==> src/rtl/seq_alu.sv <==
// seq_alu: valid/ready ALU with single-cycle logic ops and iterative mul/div.
// Define SEQ_ALU_MULDIV_EN to build the shift-add multiplier and restoring divider.
module seq_alu #(
    parameter int WIDTH = 32
) (
    input  logic             clk_i,
    input  logic             rst_i,
    input  logic             in_valid_i,
    output logic             in_ready_o,
    input  logic [WIDTH-1:0] operand_a_i,
    input  logic [WIDTH-1:0] operand_b_i,
    input  logic [3:0]       alu_op_i,
    output logic             out_valid_o,
    input  logic             out_ready_i,
    output logic [WIDTH-1:0] alu_data_o,
    output logic             busy_o
);

    localparam int SHW = $clog2(WIDTH);

`ifdef SEQ_ALU_MULDIV_EN
    typedef enum logic [1:0] {
        IDLE = 2'd0,
        CALC = 2'd1,
        DONE = 2'd2
    } state_t;
`else
    typedef enum logic [1:0] {
        IDLE = 2'd0,
        DONE = 2'd2
    } state_t;
`endif

    state_t           state_q;
    state_t           state_d;
    state_t           issue_state;
    logic             accept;
    logic             is_iter;
    logic [SHW-1:0]   shamt;
    logic [WIDTH-1:0] simple_res;
    logic [WIDTH-1:0] data_q;

    assign in_ready_o  = (state_q == IDLE) || ((state_q == DONE) && out_ready_i);
    assign accept      = in_valid_i && in_ready_o;
    assign out_valid_o = (state_q == DONE);
    assign alu_data_o  = data_q;
    assign shamt       = operand_b_i[SHW-1:0];

    always_comb begin
        simple_res = '0;
        unique case (alu_op_i)
            4'd0:    simple_res = operand_a_i + operand_b_i;
            4'd1:    simple_res = operand_a_i - operand_b_i;
            4'd2:    simple_res = {{(WIDTH-1){1'b0}},
                                   $signed(operand_a_i) < $signed(operand_b_i)};
            4'd3:    simple_res = {{(WIDTH-1){1'b0}}, operand_a_i < operand_b_i};
            4'd4:    simple_res = operand_a_i ^ operand_b_i;
            4'd5:    simple_res = operand_a_i | operand_b_i;
            4'd6:    simple_res = operand_a_i & operand_b_i;
            4'd7:    simple_res = operand_a_i << shamt;
            4'd8:    simple_res = operand_a_i >> shamt;
            4'd9:    simple_res = $signed(operand_a_i) >>> shamt;
            default: simple_res = '0;
        endcase
    end

`ifdef SEQ_ALU_MULDIV_EN
    // acc_q is the product high half / partial remainder,
    // lo_q the multiplier / dividend that shifts into the quotient.
    logic [WIDTH-1:0] acc_q;
    logic [WIDTH-1:0] lo_q;
    logic [WIDTH-1:0] opb_q;
    logic [1:0]       op_q;
    logic [SHW-1:0]   cnt_q;
    logic             last;
    logic [WIDTH:0]   mul_sum;
    logic [WIDTH:0]   rem_sh;
    logic [WIDTH:0]   diff;
    logic [WIDTH-1:0] acc_n;
    logic [WIDTH-1:0] lo_n;
    logic [WIDTH-1:0] iter_res;

    assign is_iter = (alu_op_i >= 4'd10) && (alu_op_i <= 4'd13);
    assign last    = (cnt_q == SHW'(WIDTH - 1));
    assign busy_o  = (state_q == CALC);

    always_comb begin
        mul_sum = {1'b0, acc_q} + (lo_q[0] ? {1'b0, opb_q} : '0);
        rem_sh  = {acc_q, lo_q[WIDTH-1]};
        diff    = rem_sh - {1'b0, opb_q};
        acc_n   = '0;
        lo_n    = '0;
        if (op_q[1]) begin
            acc_n = diff[WIDTH] ? rem_sh[WIDTH-1:0] : diff[WIDTH-1:0];
            lo_n  = {lo_q[WIDTH-2:0], ~diff[WIDTH]};
        end else begin
            acc_n = mul_sum[WIDTH:1];
            lo_n  = {mul_sum[0], lo_q[WIDTH-1:1]};
        end
        // MULHU and REMU take the upper register, MUL and DIVU the lower.
        iter_res = op_q[0] ? acc_n : lo_n;
    end

    always_ff @(posedge clk_i or posedge rst_i) begin
        if (rst_i) begin
            acc_q <= '0;
            lo_q  <= '0;
            opb_q <= '0;
            op_q  <= '0;
            cnt_q <= '0;
        end else if (accept && is_iter) begin
            acc_q <= '0;
            lo_q  <= operand_a_i;
            opb_q <= operand_b_i;
            op_q  <= alu_op_i[1:0] - 2'd2;
            cnt_q <= '0;
        end else if (state_q == CALC) begin
            acc_q <= acc_n;
            lo_q  <= lo_n;
            cnt_q <= cnt_q + 1'b1;
        end
    end

    assign issue_state = is_iter ? CALC : DONE;
`else
    assign is_iter     = 1'b0;
    assign busy_o      = 1'b0;
    assign issue_state = DONE;
`endif

    always_ff @(posedge clk_i or posedge rst_i) begin
        if (rst_i) begin
            data_q <= '0;
        end else if (accept && !is_iter) begin
            data_q <= simple_res;
`ifdef SEQ_ALU_MULDIV_EN
        end else if ((state_q == CALC) && last) begin
            data_q <= iter_res;
`endif
        end
    end

    always_ff @(posedge clk_i or posedge rst_i) begin
        if (rst_i) begin
            state_q <= IDLE;
        end else begin
            state_q <= state_d;
        end
    end

    always_comb begin
        state_d = state_q;
        unique case (state_q)
            IDLE: begin
                if (accept) state_d = issue_state;
            end
`ifdef SEQ_ALU_MULDIV_EN
            CALC: begin
                if (last) state_d = DONE;
            end
`endif
            DONE: begin
                if (accept) state_d = issue_state;
                else if (out_ready_i) state_d = IDLE;
            end
            default: state_d = IDLE;
        endcase
    end

endmodule

==> config.mk <==
export PLATFORM = sky130hd
export DESIGN_NAME = seq_alu
export DESIGN_NICKNAME = d
export VERILOG_FILES = /design/src/rtl/seq_alu.sv
export SDC_FILE = /design/constraint.sdc
export NUM_CORES = 1
export LEC_CHECK = 0
export BUFFER_PORTS_ARGS = -buffer_cell sky130_fd_sc_hd__buf_2
export CORE_ASPECT_RATIO = 1.4
export CORE_MARGIN = 2
export CORE_UTILIZATION = 45
export DETAILED_ROUTE_END_ITERATION = 10
export HOLD_SLACK_MARGIN = 0.08
export PLACE_DENSITY_LB_ADDON = 0.15
export SYNTH_ARGS = -nofsm -noshare
export SYNTH_HDL_FRONTEND = slang
export SYNTH_SLANG_ARGS = --single-unit
==> constraint.sdc <==
create_clock -name clk_i -period 5 [get_ports clk_i]
set_clock_uncertainty 0.1 [all_clocks]
set_input_delay 0.75 -clock clk_i [delete_from_list [all_inputs] [get_ports clk_i]]
set_output_delay 0.75 -clock clk_i [all_outputs]
set_load 0.005 [all_outputs]
==> summary.md <==
| Metric | Value |
|---|---|
| VDD IR max | `141 uV` |
| Die X | `130 um` |
| Die area | `23500 um2` |
| Initial DRC Count | `1333` |
| Critical-path cell list | `buf_2, inv_1, ha_1, a211oi_1, o211ai_1, a21oi_1, a21oi_1, a311oi_1, o31ai_1, o311ai_1` |
| Highest metal layer with signal wires | `met4` |
| Worst-path fanout max | `8` |
| Clock Path Buffers | `2` |
| CORE AREA | `21900 um2` |
| Overall power | `1.83 mW` |
| Root buffer selected by CTS | `clkbuf_16` |
| Area leader, netlist | `ha_1` |
| Design area | `10900 um2` |
| Final WL | `48500 um` |
| Status | `finished clean` |
| Most common cell after layout, fill and taps aside | `nor2_1` |
| Setup_tns | `0 ns` |
| Hold Crit Class | `flip-flop to flip-flop` |
| Post-DR vias/cell | `6.95` |
| Dpl cells | `1689` |
| I/O pins | `107` |
| Unrepaired setup endpoints after global routing | `no` |
| Gr usage total | `40.5%` |
| Worst Path Buf+Inv | `2` |
| Via count | `11800` |
| Congestion Overflow GR | `0` |
| Hold Buf Count CTS | `0` |
| Delay-heaviest family, CP | `compound AO/OA/AOI/OAI gates` |
| Synth Area per Inst | `7.35 um2` |
| Routed Antenna Nets | `0` |
| Area after DPL | `10700 um2` |
| YS warnings | `0` |
| Slew headroom | `28.5%` |
| Wire length on met2 | `21900 um` |
| Worst slack at placement | `0.843 ns` |
| Slew Limit Fails | `0` |
| Most used DFF post-synth | `dfrtp_1` |
| HPWL Detailed | `37400 um` |
| Post-route DRC | `0` |
| Initial Utilization | `45.8%` |
| First-pass DRT Iterations | `7` |
| Ys async rst share | `100%` |
| Post-synth EDFFs | `0` |
| Wl on met1 | `17900 um` |
| Synth cell types | `85` |
| Leak | `4.70 nW` |
| Cell mode on critical path | `a21oi_1` |
| Vias in the first global route | `11300` |
| Final Hold Fails | `0` |
| Fin crit share | `80.6%` |
| Worst slew pin tran | `1.06 ns` |
| Syn nets | `1534` |
| Slowest stage delay, CP | `0.79 ns` |
| Final core utilization | `49.7%` |
| Setup slack after layout | `0.972 ns` |
| Layout cells sized above 1 | `17.5%` |
| Initial antenna violation count | `0` |
| First-pass GRT wire length | `70900 um` |
| Final-layout fill cell count | `2284` |
| # diodes | `0` |
| Critical path required time | `5.11 ns` |
| Critical Path Sink Type | `flip-flop` |
| R2r setup slk | `2.40 ns` |
| Max-cap violations | `0` |
| Count of input and output buffers | `105` |
| Num CTS Buffers | `5` |
| Fin Hold WS | `0.379 ns` |
| Synth area leaders | `ha_1 (12%), mux4_2 (10%), dfrtp_1 (8.2%), a21oi_1 (6.2%), nor2_1 (5.2%)` |
| PwrDens | `169 nW/um2` |
| FP Rows | `64` |
| Wire per inst | `28.6 um` |
| Final min period | `4.03 ns` |
| Register area share after synthesis | `8.25%` |
| Final setup fails | `0` |
| Met3 WL | `3590 um` |
| Startpoint types | `primary input` |
| CTS sink cnt | `33` |
| Post-synth top area share | `12.1%` |
| CTS H-tree depth | `2` |
| Setup Buffers After CTS | `0` |
| Worst Path Arrival | `4.13 ns` |
| Clock Pin Slew Worst Setup and Hold Paths | `0.06 ns` |
| Largest net degree at the start of global routing | `72` |
| GP Congestion | `1.05` |
| Fin nets | `1570` |
| CP max-delay cell | `a311oi_1` |
| Synthesis-to-layout area growth | `8.40%` |
| Non-Filler Instances | `1696` |
| Critical path type | `primary input to flip-flop` |
| Clock Latency Late Sink | `0.30 ns` |
| Highest-count cells in the layout ignoring fill and taps | `nor2_1 (140), a21oi_1 (123), nand2_1 (119), buf_2 (104), ha_1 (97)` |
| TritonCTS clock tree | `yes` |
| PostCTS Resize Cnt | `0` |
| Seq cells post-synth | `33` |
| Post-Synthesis Cells | `1363` |
| FMAX | `248 MHz` |
| Chip Height | `181 um` |
| Post-synthesis cell area | `10000 um2` |
[final cells by class]
type                       count  area [um2]  area share, %
sequential                    33         826           7.61
inverter                      99         372           3.42
clock buffer                   7         143           1.31
tap                          297         372           3.42
timing repair buffer         142         818           7.54
multi-input combinational   1118        8320           76.7
[registers in the layout, indices dropped and copies added, names as in the netlist]
name and cells:
state_q 1, alu_data_o 32
[synthesized netlist by cell type (21+ instances only)]
master    count
o21ai_0      66
dfrtp_1      33
mux2i_1      36
clkbuf_1     67
o21ai_1      23
nor3_1       27
mux4_2       46
a21oi_1     124
buf_2        21
ha_1         97
inv_1        96
nand3_1      27
o211ai_1     25
nor2_1      140
mux2_2       21
nand2_1     119
a211oi_1     36
[worst register-to-register path, cell delays in order (launching register included)]
cell and delay, ns:
dfrtp_1 0.37, nand2b_1 0.10, nand2_1 0.10, buf_4 0.25, a221oi_1 0.42, nand4_1 0.13
a31oi_1 0.21, o221ai_1 0.24, a311oi_1 0.43, o211ai_1 0.13
[kinds of logic after synthesis]
group	share of synthesized area (%)
AO/OA/AOI/OAI	32.3
XOR/XNOR	1.49
adder cells (fa/ha/maj)	12.5
buffers and inverters	8.77
flip-flops	8.25
multiplexers	17.7
other	0.0374
AND/OR/NAND/NOR	19.0
[power by group]
group,switching (mW),internal [mW]
Sequential,0.0221,0.298
Clock,0.144,0.197
Combinational,0.753,0.416
[per-layer routing]
metal,global-route usage [%],up-vias
met5,0,-
met4,35.3,0
met3,6.00,219
met2,63.2,742
met1,47.5,5615
li1,-,5217
[final timing paths]
path | start | end | depth (start not counted)
worst min register to register | alu_data_o[1] | alu_data_o[1] | 2
max in group asynchronous | rst_i | alu_data_o[2] | 3
min in group asynchronous | rst_i | alu_data_o[24] | 3
worst min-delay path | alu_data_o[1] | alu_data_o[1] | 2
worst max register to register | state_q[1] | alu_data_o[25] | 9
worst max-delay path | operand_a_i[1] | alu_data_o[29] | 10
Power figures use the tool's default switching activity.
